## src/rtl/led_blink_bank.sv

```systemverilog
// Bank of LEDs showing a binary count whose tick rate is picked by debounced buttons; switches gate each LED.
// Latency: sw->led 3 clk, btn edge->period load 2+DEB_CYCLES+1 clk; no backpressure, outputs free-run.
module led_blink_bank #(
  parameter int N_CH        = 4,
  parameter int N_BTN       = 4,
  parameter int CNT_W       = 28,
  parameter int BASE_PERIOD = 100000000,
  parameter int DEB_CYCLES  = 1000000
) (
  input  logic             CLK100MHZ,
  input  logic             ck_rst,
  input  logic [N_BTN-1:0] btn,
  input  logic [N_CH-1:0]  sw,
  output logic [N_CH-1:0]  led
);

  localparam int DEB_W = (DEB_CYCLES > 1) ? $clog2(DEB_CYCLES) : 1;

  logic [N_BTN-1:0] btn_meta;
  logic [N_BTN-1:0] btn_sync;
  logic [N_CH-1:0]  sw_meta;
  logic [N_CH-1:0]  sw_sync;

  logic [DEB_W-1:0] deb_cnt [N_BTN];
  logic [N_BTN-1:0] btn_stable;
  logic [N_BTN-1:0] btn_stable_q;
  logic [N_BTN-1:0] press;

  logic [CNT_W-1:0] period;
  logic [CNT_W-1:0] period_sel;
  logic [CNT_W-1:0] cnt;
  logic [N_CH-1:0]  phase;
  logic             tick;

  always_ff @(posedge CLK100MHZ or negedge ck_rst) begin
    if (!ck_rst) begin
      btn_meta <= '0;
      btn_sync <= '0;
      sw_meta  <= '0;
      sw_sync  <= '0;
    end else begin
      btn_meta <= btn;
      btn_sync <= btn_meta;
      sw_meta  <= sw;
      sw_sync  <= sw_meta;
    end
  end

  // Each button flips its stable state only after DEB_CYCLES consecutive disagreeing samples.
  always_ff @(posedge CLK100MHZ or negedge ck_rst) begin
    if (!ck_rst) begin
      btn_stable   <= '0;
      btn_stable_q <= '0;
      for (int i = 0; i < N_BTN; i++) deb_cnt[i] <= '0;
    end else begin
      btn_stable_q <= btn_stable;
      for (int i = 0; i < N_BTN; i++) begin
        if (btn_sync[i] != btn_stable[i]) begin
          if (deb_cnt[i] == DEB_W'(DEB_CYCLES - 1)) begin
            btn_stable[i] <= btn_sync[i];
            deb_cnt[i]    <= '0;
          end else begin
            deb_cnt[i] <= deb_cnt[i] + DEB_W'(1);
          end
        end else begin
          deb_cnt[i] <= '0;
        end
      end
    end
  end

  assign press = btn_stable & ~btn_stable_q;

  // Descending scan so the lowest-index pressed button has the final say.
  always_comb begin
    period_sel = period;
    for (int i = N_BTN - 1; i >= 0; i--) begin
      if (press[i]) period_sel = CNT_W'(BASE_PERIOD >> i);
    end
  end

  assign tick = (cnt == period - CNT_W'(1));

  always_ff @(posedge CLK100MHZ or negedge ck_rst) begin
    if (!ck_rst) begin
      period <= CNT_W'(BASE_PERIOD);
      cnt    <= '0;
      phase  <= '0;
    end else if (|press) begin
      period <= period_sel;
      cnt    <= '0;
      phase  <= '0;
    end else if (tick) begin
      cnt   <= '0;
      phase <= phase + N_CH'(1);
    end else begin
      cnt <= cnt + CNT_W'(1);
    end
  end

  // Phase keeps counting with a switch off, so re-enabling shows the live count.
  always_ff @(posedge CLK100MHZ or negedge ck_rst) begin
    if (!ck_rst) begin
      led <= '0;
    end else begin
      led <= sw_sync & phase;
    end
  end

endmodule

```

## config.mk

```make
export PLATFORM = sky130hd
export DESIGN_NAME = led_blink_bank
export DESIGN_NICKNAME = d
export VERILOG_FILES = /design/src/rtl/led_blink_bank.sv
export SDC_FILE = /design/constraint.sdc
export NUM_CORES = 1
export LEC_CHECK = 0
export ABC_AREA = 1
export CAP_MARGIN = 15
export CORE_MARGIN = 10
export CORE_UTILIZATION = 40
export CTS_CLUSTER_DIAMETER = 40
export CTS_CLUSTER_SIZE = 28
export DETAILED_ROUTE_END_ITERATION = 10
export PLACE_DENSITY = 0.6
export SYNTH_ARGS = -nofsm -noshare
export SYNTH_HDL_FRONTEND = slang
export SYNTH_SLANG_ARGS = --single-unit
```

## constraint.sdc

```tcl
create_clock -name CLK100MHZ -period 2.5 [get_ports CLK100MHZ]
set_input_delay 0.25 -clock CLK100MHZ [delete_from_list [all_inputs] [get_ports CLK100MHZ]]
set_output_delay 0.25 -clock CLK100MHZ [all_outputs]
set_load 0.02 [all_outputs]
```

After elaboration in Yosys (flattened, before gate mapping)
Index checks and enable logic that the tools add are counted.
Widths: inputs -> output; s select.

word-level totals
  bits in registers = 168
  latch bits = 0
  bits in writable memories = 0
  bits in read-only memories = 0
  input port bits = 10
  output and inout port bits = 4
  word-level logic and storage cells = 60
  memories kept = 0

cells by class
  add/sub/neg operators = 7
  $mul = 0
  divide/modulo/power cells = 0
  magnitude comparators = 0
  eq/ne operators = 9
  shifts and indexed selects = 0
  mux-type cells = 16
  bitwise logic cells = 3
  reduce and logical (&&, ||, !) cells = 8

operator list
  kind                   count
  $mux 28                6
  $mux 20                8
  $add 20x1->20 const B  4
  $eq 20x20->1 const B   4
  $add 28x1->28 const B  1
  $eq 28x28->1           1
  $sub 28x1->28 const B  1
  $reduce_and 2->1       5
  $and 4x4->4            2
  $mux 4                 2
  $add 4x1->4 const B    1
  $ne 1x1->1             4
  $not 4->4              1
  $reduce_bool 4->1      1
  $reduce_or 4->1        1
  $reduce_bool 2->1      1

Logic depth before layout (Yosys ltp)
Gate-level depths: netlist (run 1).

  word-level depth = 6
  gate-level depth with buffers = 14
  gate-level depth less buffers = 13

Worst setup path before layout (run 1)
No wires, ideal clock.

  path type = register -> register
  start = register period[10]
  end = register cnt[25]
  library setup time = 0.118 ns
  arrival = 1.650 ns
  required time = 2.382 ns
  path slack = 0.731 ns
  cell stages (with the launch flop) = 13
  path buffers = 1
  period minus slack after synthesis = 1.769 ns
  path through = dfrtp_1 inv_2 ha_1 nand2_1 nor2_2 nand3_1 nand2_1 nand2_1 nor2_2 nand2_4 nand2_4 buf_6 nor2_1

between the ends
  word-level cells in the longest chain between the ends = 4

ends and longest elaborated chain
  element                 RTL line  RTL
  from (decl)             29        logic [CNT_W-1:0] period;
  from (signal assigned)  86        period <= CNT_W'(BASE_PERIOD);
  from (signal assigned)  90        period <= period_sel;
  $sub 28x1->28           82        assign tick = (cnt == period - CNT_W'(1));
  $eq 28x28->1            82
  $mux 28                 93        end else if (tick) begin
  $mux 28                 89        end else if (|press) begin
  to (signal assigned)    97        cnt <= cnt + CNT_W'(1);
  to (decl)               31        logic [CNT_W-1:0] cnt;

No other way between the ends.
A chain may end at the register's enable or synchronous reset.

Worst setup path in the final report (run 1)
Ends and elaborated chain as after synthesis.

==> impl_metrics.sql, run 1 <==
INSERT INTO impl_metrics (metric_group, metric, value, unit) VALUES
('run_status', 'run_status', 'completed', ''),
('global_route', 'grt_max_degree', '98', ''),
('synth', 'synth-async-reset-ratio', '1.000', ''),
('power_and_ir_drop', 'ir_drop', '0.0004251', 'V'),
('sta', 'final_max_slew_viol_count', '0', ''),
('worst_setup_path', 'cp_capture_type', 'flop', ''),
('placement', 'port_buffers', '13', ''),
('synth', 'ys_seq_area_frac', '0.4928', ''),
('global_route', 'groute.usage.overall', '0.1372', ''),
('clock_network', 'cts-buffers-inserted', '17', ''),
('clock_network', 'post_cts.resized_instances', '0', ''),
('final_layout', 'most_frequent_cells_in_the_layout', 'sky130_fd_sc_hd__nand2_1 (190), sky130_fd_sc_hd__nor2_1 (183), sky130_fd_sc_hd__dfrtp_1 (146)', ''),
('synth', 'yosys_register_bits', '151', ''),
('sta', 'hold_slack', '0.2626', 'ns'),
('floorplan', 'die_area', '0.02515', 'mm^2'),
('sta', 'unrepaired_setup_endpoints_after_global_routing', 'no', ''),
('synth', 'synth_largest_area_cell', 'sky130_fd_sc_hd__dfrtp_1', ''),
('clock_network', 'cts_num_sinks', '151', ''),
('worst_setup_path', 'critical_path_buf_inv_count', '1', ''),
('sta', 'fmaxAchievable', '495.4', 'MHz'),
('floorplan', 'floorplan.die.height', '158.6', 'um'),
('floorplan', 'core-area', '0.01877', 'mm^2'),
('floorplan', 'num_io_pins', '14', ''),
('worst_setup_path', 'worstSetupStartpointType', 'flop', ''),
('synth', 'count_of_synthesis_stage_warnings_from_yosys', '0', ''),
('final_layout', 'antenna_cell_count', '0', ''),
('drt', 'detailedRoute.firstIterationViolations', '422', ''),
('synth', 'post_synth_instance_area', '0.007681', 'mm^2'),
('sta', 'finalCritPeriodShare', '0.8075', ''),
('worst_setup_path', 'critical_path_required', '2.80', 'ns'),
('sta', 'finalClockSkew', '0.008706', 'ns'),
('drt', 'routed_wirelength', '15810', 'um'),
('final_layout', 'final_common_cell', 'sky130_fd_sc_hd__nand2_1', ''),
('drt', 'firstDrtPassIters', '5', ''),
('clock_network', 'cts_root_buf', 'sky130_fd_sc_hd__clkbuf_16', ''),
('synth', 'synth_top_cells_by_area', 'sky130_fd_sc_hd__dfrtp_1 (48%), sky130_fd_sc_hd__nand2_1 (9.3%), sky130_fd_sc_hd__nor2_1 (8.9%)', ''),
('worst_setup_path', 'crit_path_max_incr_delay', '0.42', 'ns'),
('floorplan', 'start_util', '0.4093', ''),
('drt', 'via_count', '5985', ''),
('worst_setup_path', 'cp_top_family', 'simple AND/OR/NAND/NOR gates', ''),
('power_and_ir_drop', 'leakagePower', '3.937', 'nW'),
('drt', 'avgRoutedWirePerCell', '12.83', 'um'),
('final_layout', 'area.growth.synth_to_final', '12.88', '%'),
('power_and_ir_drop', 'pwr_density', '587.2', 'mW/mm^2'),
('final_layout', 'final_layout_size_suffix_gt1_frac', '0.07214', ''),
('sta', 'report.final.setup_viol', '0', ''),
('synth', 'synth.net_count', '973', ''),
('sta', 'finalHoldViolCount', '0', ''),
('synth', 'syn_inst', '956', ''),
('worst_setup_path', 'regToRegSetupSlack', '0.48', 'ns'),
('run', 'max_cap_check_violation_count', '0', ''),
('global_route', 'grt_first_pass_wirelength', '28030', 'um'),
('drt', 'antenna_violating_nets_left', '0', ''),
('final_layout', 'fill_cells', '1840', ''),
('clock_network', 'postCtsSetupBuffers', '0', ''),
('worst_setup_path', 'timing.critical_path.mode_cell', 'sky130_fd_sc_hd__nand2_1', ''),
('final_layout', 'fin_util', '0.4620', ''),
('synth', 'post_synthesis_mean_instance_area', '8.035', 'um^2'),
('synth', 'postSynth.topFlopCell', 'sky130_fd_sc_hd__dfrtp_1', ''),
('worst_setup_path', 'worstSetupPathType', 'flop to flop', ''),
('drt', 'detailed_route_drc_error_count', '0', ''),
('placement', 'place_hpwl', '11550', 'um'),
('floorplan', 'std_cell_rows', '50', ''),
('clock_network', 'clk_latency', '0.42', 'ns'),
('worst_setup_path', 'critical_path_arrival', '2.32', 'ns'),
('global_route', 'via_count_of_the_first_global_routing_pass', '5869', ''),
('floorplan', 'floorplan.die.width', '158.6', 'um'),
('clock_network', 'cts-htree-levels', '4', ''),
('worst_setup_path', 'worst_path_max_delay_cell', 'sky130_fd_sc_hd__dfrtp_1', ''),
('clock_network', 'clk_pin_slew', '0.06', 'ns'),
('sta', 'finalWorstPathRequiredPeriod', '2.019', 'ns');
==> state kept, by name, indices dropped and copies added, names as in the netlist <==
register      cells
phase             4
sw_sync           4
deb_cnt          80
btn_stable_q      4
cnt              28
btn_sync          4
btn_meta          4
period           11
btn_stable        4
sw_meta           4
led               4
==> path summary, 6_finish.rpt <==
check,start,end,cells past startpoint
setup / recovery,period[10],cnt[25],11
hold / removal,sw[2],sw_meta[2],1
setup reg to reg,period[10],cnt[25],11
hold reg to reg,btn_meta[1],btn_sync[1],0
max in group asynchronous,ck_rst,deb_cnt[75],3
min in group asynchronous,ck_rst,deb_cnt[9],2
==> synth_stat cells, drive strengths merged (4+ instances only) <==
cell	n
nor2	194
nand2	192
dfrtp	146
inv	122
nand3	59
nor3	47
xor2	42
nand4	29
a21oi	24
xnor2	22
o21ai	21
nor3b	9
buf	8
ha	7
nor4	7
dfstp	5
nand3b	5
a31oi	4
==> power breakdown <==
| part | switching [W] | internal (W) | total (W) |
|---|---|---|---|
| Combinational | 0.0000878 | 0.0000388 | 0.000127 |
| Sequential | 0.0000164 | 0.00247 | 0.00249 |
| Clock | 0.000985 | 0.00149 | 0.00247 |
| Total | 0.00109 | 0.00400 | 0.00509 |
==> layout make-up <==
cell class | count | area (um^2) | area share
Clock buffer | 23 | 457.9 | 0.05281
Tap cell | 234 | 292.8 | 0.03377
Sequential cell | 151 | 3785 | 0.4365
Inverter | 123 | 461.7 | 0.05325
Clock inverter | 9 | 103.9 | 0.01198
Timing Repair Buffer | 19 | 191.4 | 0.02208
Multi-Input combinational cell | 673 | 3378 | 0.3896
==> worst register-to-register path, cell delays in order (launching register included) <==
cell	delay (ns)
sky130_fd_sc_hd__dfrtp_1	0.42
sky130_fd_sc_hd__inv_2	0.12
sky130_fd_sc_hd__ha_1	0.21
sky130_fd_sc_hd__nand2_1	0.08
sky130_fd_sc_hd__nor2_2	0.13
sky130_fd_sc_hd__nand3_1	0.08
sky130_fd_sc_hd__nand2_1	0.07
sky130_fd_sc_hd__nand2_1	0.06
sky130_fd_sc_hd__nor2_2	0.25
sky130_fd_sc_hd__nand2_4	0.13
sky130_fd_sc_hd__nand2_4	0.23
sky130_fd_sc_hd__nor2_1	0.10
==> per-layer routing <==
layer,share of wire,global-route usage
met4,0.019,0.04985
met5,0,0
met3,0.029,0.02617
met1,0.49,0.1824
met2,0.46,0.2182
==> kinds of logic after synthesis <==
group | Yosys count | synth area share
xor gates and xnor gates | 64 | 0.07298
muxes | 2 | 0.002932
DFF | 151 | 0.4928
AOI/OAI and AO/OA | 54 | 0.03779
adders and majority gates | 7 | 0.01140
buffers and inverters | 132 | 0.06744
and+or+nand+nor | 546 | 0.3147
==> through the flow <==
stage	total power (W)	area (um^2)	instances	worst slack (ns)
detailed placement	0.002666	8099	1199	0.4800
global placement	0.002664	8099	1199	0.5354
global route	0.005287	8671	1232	0.2610
CTS	0.005171	8671	1232	0.4718
finish	0.005092	8671	1232	0.4812
floorplan	0.002577	7681	956	0.7314
(Power assumes the default switching activity.)
==> run 2: changes to the inputs <==
==> constraint.sdc (replaced) <==
create_clock -name CLK100MHZ -period 1.9 [get_ports CLK100MHZ]
set_input_delay 0.19 -clock CLK100MHZ [delete_from_list [all_inputs] [get_ports CLK100MHZ]]
set_output_delay 0.19 -clock CLK100MHZ [all_outputs]
set_load 0.02 [all_outputs]
==> impl_metrics.sql, run 2 (synthesized netlist as in run 1, its figures left out) <==
INSERT INTO impl_metrics (metric_group, metric, value, unit) VALUES
('run_status', 'run_status', 'completed', ''),
('drt', 'avgRoutedWirePerCell', '12.68', 'um'),
('global_route', 'grt_max_degree', '51', ''),
('worst_setup_path', 'critical_path_required', '2.26', 'ns'),
('floorplan', 'floorplan.die.width', '158.6', 'um'),
('sta', 'slew_at_the_pin_with_the_worst_max_slew_slack', '0.4086', 'ns'),
('floorplan', 'die_area', '0.02515', 'mm^2'),
('power_and_ir_drop', 'power.share.combinational', '0.028', ''),
('worst_setup_path', 'r2r_start', 'btn_stable[1]', ''),
('drt', 'detailed_route_drc_error_count', '0', ''),
('power_and_ir_drop', 'power.clock.fraction', '0.469', ''),
('drt', 'viasPerCell', '4.882', ''),
('floorplan', 'core-area', '0.01877', 'mm^2'),
('sta', 'finalClockSkew', '0.007480', 'ns'),
('power_and_ir_drop', 'pwr_density', '732.4', 'mW/mm^2'),
('final_layout', 'final_layout_size_suffix_gt1_frac', '0.09980', ''),
('sta', 'layout_setup_ws', '0.1354', 'ns'),
('floorplan', 'floorplan.die.height', '158.6', 'um'),
('placement', 'finalWeightedCongestion', '0.8598', ''),
('clock_network', 'clk_latency', '0.42', 'ns'),
('worst_setup_path', 'crit-reg2reg-capture', 'period[25]', ''),
('worst_setup_path', 'cp_capture_type', 'flop', ''),
('final_layout', 'most_frequent_cells_in_the_layout', 'sky130_fd_sc_hd__nand2_1 (190), sky130_fd_sc_hd__nor2_1 (181), sky130_fd_sc_hd__dfrtp_1 (145)', ''),
('final_layout', 'antenna_cell_count', '0', ''),
('placement', 'pre_cts_ws', '0.09644', 'ns'),
('final_layout', 'final_common_cell', 'sky130_fd_sc_hd__nand2_1', ''),
('global_route', 'groute.usage.overall', '0.1364', ''),
('power_and_ir_drop', 'internal-power', '0.005106', 'W'),
('sta', 'finalHoldViolCount', '0', ''),
('sta', 'finalCritPeriodShare', '0.9287', ''),
('floorplan', 'std_cell_rows', '50', ''),
('worst_setup_path', 'worstSetupPathType', 'flop to flop', ''),
('placement', 'place_hpwl', '11880', 'um'),
('drt', 'via_count', '6132', ''),
('clock_network', 'cts_root_buf', 'sky130_fd_sc_hd__clkbuf_16', ''),
('floorplan', 'num_io_pins', '14', ''),
('clock_network', 'clockBufferDepth', '2', ''),
('final_layout', 'largest_register_ffs', '80', ''),
('power_and_ir_drop', 'ir_drop', '0.0005468', 'V'),
('worst_setup_path', 'critPathMaxFanout', '10', ''),
('worst_setup_path', 'endpoint', 'period[25]', ''),
('clock_network', 'tritoncts_clock_tree', 'yes', ''),
('drt', 'routed_wirelength', '15920', 'um'),
('worst_setup_path', 'worstSetupStartpointType', 'flop', ''),
('worst_setup_path', 'path_cells', 'inv_1 > nor2_1 > inv_1 > nand2_1 > nor2_1 > inv_2 > nor2_4 > inv_2 > o21ai_0 > o21a_1', ''),
('global_route', 'globalRoute.totalOverflow', '0', ''),
('clock_network', 'cts_num_sinks', '151', ''),
('sta', 'unrepaired_setup_endpoints_after_global_routing', 'yes', ''),
('worst_setup_path', 'cp-startpoint', 'btn_stable[1]', ''),
('floorplan', 'start_util', '0.4093', ''),
('clock_network', 'clk_pin_slew', '0.06', 'ns'),
('placement', 'port_buffers', '13', ''),
('final_layout', 'biggestRegsByFlops', 'deb_cnt: 80 flops, cnt: 28 flops, period: 11 flops', ''),
('sta', 'report.final.setup_viol', '0', ''),
('drt', 'detailedRoute.firstIterationViolations', '408', ''),
('sta', 'fmaxAchievable', '566.7', 'MHz'),
('final_layout', 'largest-register', 'deb_cnt', ''),
('final_layout', 'area.growth.synth_to_final', '15.75', '%'),
('clock_network', 'cts-buffers-inserted', '17', ''),
('global_route', 'grt_antenna_before_repair', '0', ''),
('worst_setup_path', 'critical_path_arrival', '2.13', 'ns'),
('global_route', 'via_count_of_the_first_global_routing_pass', '5962', ''),
('power_and_ir_drop', 'power_frac_seq', '0.503', ''),
('power_and_ir_drop', 'leakagePower', '4.052', 'nW'),
('sta', 'fin_tns_setup', '0', 'ns'),
('hold_path', 'holdCritPathClass', 'input port to flop', ''),
('worst_setup_path', 'worst_path_max_delay_cell', 'sky130_fd_sc_hd__dfrtp_1', ''),
('sta', 'hold_slack', '0.2020', 'ns'),
('power_and_ir_drop', 'power_switching', '0.001406', 'W'),
('worst_setup_path', 'crit_path_max_incr_delay', '0.40', 'ns'),
('power_and_ir_drop', 'power.switching_fraction', '0.2159', ''),
('drt', 'antenna_violating_nets_left', '0', ''),
('worst_setup_path', 'regToRegSetupSlack', '0.14', 'ns'),
('sta', 'timing.slew.headroom', '0.7251', ''),
('worst_setup_path', 'ff2ff_path_depth', '10', ''),
('global_route', 'grt_first_pass_wirelength', '27890', 'um'),
('drt', 'firstDrtPassIters', '5', ''),
('final_layout', 'nNetsFinal', '1027', ''),
('sta', 'finalWorstPathRequiredPeriod', '1.765', 'ns'),
('sta', 'final_max_slew_viol_count', '0', ''),
('final_layout', 'fin_util', '0.4737', ''),
('clock_network', 'cts-htree-levels', '4', ''),
('run', 'max_cap_check_violation_count', '0', '');
run 2: cell count changes in the layout (fill, tap and decap cells not counted), sizes merged:
| cell | previous run | this run |
|---|---|---|
| buf | 6 | 31 |
| bufinv | 2 | 1 |
run 2: layout make-up:
class	count	area, um^2
Fill cell	1818	9877
Sequential cell	151	3786
Timing Repair Buffer	44	395.4
Clock buffer	23	447.9
Tap cell	234	292.8
Clock inverter	8	77.57
Inverter	123	461.7
Multi-Input combinational cell	673	3430
run 2: critical path: cells and delay by family (launching register included):
family,cells,cell delay (ns)
simple gates,4,0.60
buf+inv,4,0.41
flops,1,0.40
compound gates,2,0.30
run 2: power by group through the flow:
stage | clock network [W] | logic (W) | registers (W)
2_1_floorplan | 0 | 0.0000615 | 0.00333
3_3_place_gp | 0 | 0.000185 | 0.00333
3_5_place_dp | 0 | 0.000188 | 0.00333
4_1_cts | 0.00314 | 0.000190 | 0.00328
5_1_grt | 0.00328 | 0.000209 | 0.00328
6_report | 0.00305 | 0.000181 | 0.00328
run 2: repair_timing:
action	in CTS	in global routing
endpoints found under the setup margin	0	34
hold buffers	1	0
endpoints found under the hold margin	37	0
buffers inserted	0	0
resized for setup	0	13
run 2: worst min-delay path by stage:
| stage | from | end | slack [ns] | depth (start not counted) |
|---|---|---|---|---|
| floorplan | ck_rst | btn_meta[0] | -0.11 | 0 |
| global placement | ck_rst | deb_cnt[10] | 0.14 | 1 |
| detailed placement | ck_rst | deb_cnt[10] | 0.13 | 1 |
| CTS | btn[0] | btn_meta[0] | 0.19 | 1 |
| global route | sw[1] | sw_meta[1] | 0.19 | 1 |
| finish | btn[0] | btn_meta[0] | 0.20 | 1 |
run 2: stage by stage:
stage / instances / instance area [um^2] / total power (W)
after CTS: 1256 / 8835 / 0.006608
final: 1256 / 8891 / 0.006512
after global placement: 1224 / 8299 / 0.003518
after floorplan: 956 / 7681 / 0.003391
after detailed placement: 1224 / 8299 / 0.003522
after global routing: 1256 / 8891 / 0.006770
run 2: per-layer routing:
| metal | vias to the layer above | GRT usage | share of wire |
|---|---|---|---|
| met2 | 88 | 0.2148 | 0.46 |
| met1 | 2865 | 0.1811 | 0.49 |
| met3 | 21 | 0.02941 | 0.032 |
| met5 | - | 0 | 0 |
| met4 | 0 | 0.04940 | 0.018 |
| li1 | 3158 | - | - |
==> run 3: changes to the inputs <==
--- a/config.mk
+++ b/config.mk
@@ -13,6 +13,7 @@
 export CTS_CLUSTER_SIZE = 28
 export DETAILED_ROUTE_END_ITERATION = 10
 export PLACE_DENSITY = 0.6
+export REMOVE_ABC_BUFFERS = 1
 export SYNTH_ARGS = -nofsm -noshare
 export SYNTH_HDL_FRONTEND = slang
 export SYNTH_SLANG_ARGS = --single-unit
==> impl_metrics.sql, run 3 (synthesized netlist as in run 1, its figures left out) <==
INSERT INTO impl_metrics (metric_group, metric, value, unit) VALUES
('drt', 'detailedRoute.firstIterationViolations', '347', ''),
('clock_network', 'clk_latency', '0.43', 'ns'),
('worst_setup_path', 'r2r_start', 'cnt[0]', ''),
('final_layout', 'fill_cells', '1773', ''),
('global_route', 'grt_max_degree', '53', ''),
('clock_network', 'clockBufferDepth', '2', ''),
('global_route', 'grt_antenna_before_repair', '0', ''),
('floorplan', 'floorplan.die.width', '158.6', 'um'),
('floorplan', 'start_util', '0.4093', ''),
('power_and_ir_drop', 'pwr_density', '786.7', 'mW/mm^2'),
('clock_network', 'cts_num_sinks', '151', ''),
('placement', 'place_hpwl', '11570', 'um'),
('placement', 'pre_cts_ws', '0.02970', 'ns'),
('global_route', 'groute.layer.met3.usage', '0.02725', ''),
('worst_setup_path', 'cp_capture_type', 'flop', ''),
('global_route', 'grtUsageMet1', '0.1898', ''),
('sta', 'timing.slew.headroom', '0.7084', ''),
('floorplan', 'die_area', '0.02515', 'mm^2'),
('final_layout', 'largest_register_ffs', '80', ''),
('hold_path', 'worst_hold_startpoint', 'btn[0]', ''),
('worst_setup_path', 'ff2ff_path_depth', '10', ''),
('sta', 'fmaxAchievable', '558.5', 'MHz'),
('hold_path', 'timing.hold.worst_endpoint', 'btn_meta[0]', ''),
('final_layout', 'design_area', '0.009119', 'mm^2'),
('drt', 'detailed_route_drc_error_count', '0', ''),
('worst_setup_path', 'critical_path_arrival', '2.10', 'ns'),
('placement', 'dp_cells', '1218', ''),
('global_route', 'groute.usage.overall', '0.1352', ''),
('sta', 'final_max_slew_viol_count', '0', ''),
('worst_setup_path', 'worstSetupStartpointType', 'flop', ''),
('worst_setup_path', 'worstSetupPathType', 'flop to flop', ''),
('global_route', 'globalRoute.totalOverflow', '0', ''),
('run', 'max_cap_check_violation_count', '0', ''),
('worst_setup_path', 'critPathMaxFanout', '6', ''),
('final_layout', 'final_common_cell', 'sky130_fd_sc_hd__nand2_1', ''),
('sta', 'slew_at_the_pin_with_the_worst_max_slew_slack', '0.4334', 'ns'),
('drt', 'routed_wirelength', '16350', 'um'),
('drt', 'avgRoutedWirePerCell', '12.97', 'um'),
('worst_setup_path', 'regToRegSetupSlack', '0.11', 'ns'),
('worst_setup_path', 'crit-reg2reg-capture', 'cnt[22]', ''),
('power_and_ir_drop', 'leakagePower', '4.148', 'nW'),
('clock_network', 'tritoncts_clock_tree', 'yes', ''),
('placement', 'postPlaceCellArea', '0.008254', 'mm^2'),
('final_layout', 'most_frequent_cells_in_the_layout', 'sky130_fd_sc_hd__nand2_1 (189), sky130_fd_sc_hd__nor2_1 (180), sky130_fd_sc_hd__dfrtp_1 (145)', ''),
('hold_path', 'holdCritPathClass', 'input port to flop', ''),
('final_layout', 'fin_cells', '1260', ''),
('sta', 'finalCritPeriodShare', '0.9424', ''),
('clock_network', 'cts_root_buf', 'sky130_fd_sc_hd__clkbuf_16', ''),
('power_and_ir_drop', 'total_power', '0.007174', 'W'),
('sta', 'finalWorstPathRequiredPeriod', '1.791', 'ns'),
('drt', 'via_count', '6150', ''),
('global_route', 'grt_first_pass_wirelength', '27290', 'um'),
('floorplan', 'num_io_pins', '14', ''),
('floorplan', 'std_cell_rows', '50', ''),
('placement', 'finalWeightedCongestion', '0.8663', ''),
('drt', 'antenna_violating_nets_left', '0', ''),
('floorplan', 'floorplan.die.height', '158.6', 'um'),
('sta', 'layout_setup_ws', '0.1094', 'ns'),
('worst_setup_path', 'critical_path_required', '2.21', 'ns'),
('placement', 'port_buffers', '13', ''),
('final_layout', 'final_layout_size_suffix_gt1_frac', '0.1111', ''),
('final_layout', 'largest-register', 'deb_cnt', ''),
('global_route', 'use_met2', '0.2000', ''),
('clock_network', 'cts-buffers-inserted', '17', ''),
('final_layout', 'area.growth.synth_to_final', '18.72', '%'),
('sta', 'finalClockSkew', '0.009161', 'ns'),
('power_and_ir_drop', 'ir_drop', '0.0005734', 'V'),
('final_layout', 'biggestRegsByFlops', 'deb_cnt: 80 flops, cnt: 28 flops, period: 11 flops', ''),
('hold_path', 'hold_path_depth', '1', ''),
('sta', 'finalHoldViolCount', '0', ''),
('sta', 'unrepaired_setup_endpoints_after_global_routing', 'yes', ''),
('final_layout', 'nNetsFinal', '1030', ''),
('run_status', 'run_status', 'completed', ''),
('final_layout', 'antenna_cell_count', '0', ''),
('drt', 'firstDrtPassIters', '5', ''),
('drt', 'viasPerCell', '4.881', ''),
('sta', 'report.final.setup_viol', '0', ''),
('clock_network', 'cts-htree-levels', '4', ''),
('clock_network', 'clk_pin_slew', '0.07', 'ns'),
('floorplan', 'core-area', '0.01877', 'mm^2'),
('global_route', 'via_count_of_the_first_global_routing_pass', '5686', ''),
('global_route', 'gr-max-usage-layer', 'met2', '');
## run 3: report_power, final
part	leakage (nW)	total, W	switching [W]	internal [W]
logic	1.81	0.000178	0.000117	0.0000610
registers	2.03	0.00327	0.0000204	0.00325
clock network	0.312	0.00372	0.00145	0.00227
## run 3: what timing repair did
item                                    in CTS  in global routing
endpoints found under the setup margin       0                 40
setup buffers                                0                  5
hold buffers                                 1                  0
resized for setup                            0                 20
hold endpoints to repair                    37                  0
## run 3: per-layer routing
layer / vias to the layer above / wire length (um)
met5: - / 0
met4: 0 / 231
met3: 15 / 576
met2: 104 / 7421
met1: 2852 / 8117
li1: 3179 / -
## run 3: worst max-delay path by stage
stage,start,end,slack (ns),depth (start not counted)
4_1_cts,period[6],cnt[22],0.02,13
2_1_floorplan,period[10],cnt[17],0.15,11
3_5_place_dp,period[6],cnt[22],0.03,13
5_1_grt,period[6],cnt[26],-0.03,13
3_3_place_gp,period[6],cnt[17],0.11,13
6_report,cnt[0],cnt[22],0.11,10
## run 3: critical path, stage by stage (launching register included)
cell                      delay [ns]
sky130_fd_sc_hd__dfrtp_1        0.39
sky130_fd_sc_hd__ha_1           0.20
sky130_fd_sc_hd__nand2_1        0.12
sky130_fd_sc_hd__nor2_4         0.18
sky130_fd_sc_hd__nand2_1        0.07
sky130_fd_sc_hd__nor2_1         0.10
sky130_fd_sc_hd__nand2_1        0.10
sky130_fd_sc_hd__nor2_4         0.17
sky130_fd_sc_hd__nand2_8        0.15
sky130_fd_sc_hd__nand2_8        0.13
sky130_fd_sc_hd__nor2_1         0.06
## run 3: final cells by class
type                       count  area [um^2]  share of cell area
sequential                   151         3786              0.4152
multi-input combinational    677         3520              0.3860
inverter                     123        461.7             0.05063
clock buffer                  18        439.2             0.04816
timing repair buffer          43        409.1             0.04487
tap                          234        292.8             0.03211
clock inverter                14        210.2             0.02305
## run 3: stage by stage
step	setup TNS (ns)	hold WS [ns]	util
after floorplan	0	-0.1056	-
after global placement	0	0.1402	0.4398
after detailed placement	0	0.1410	0.4398
after CTS	0	0.1700	0.4749
after global routing	-0.1361	0.1762	0.4859
final	0	0.1900	0.4859
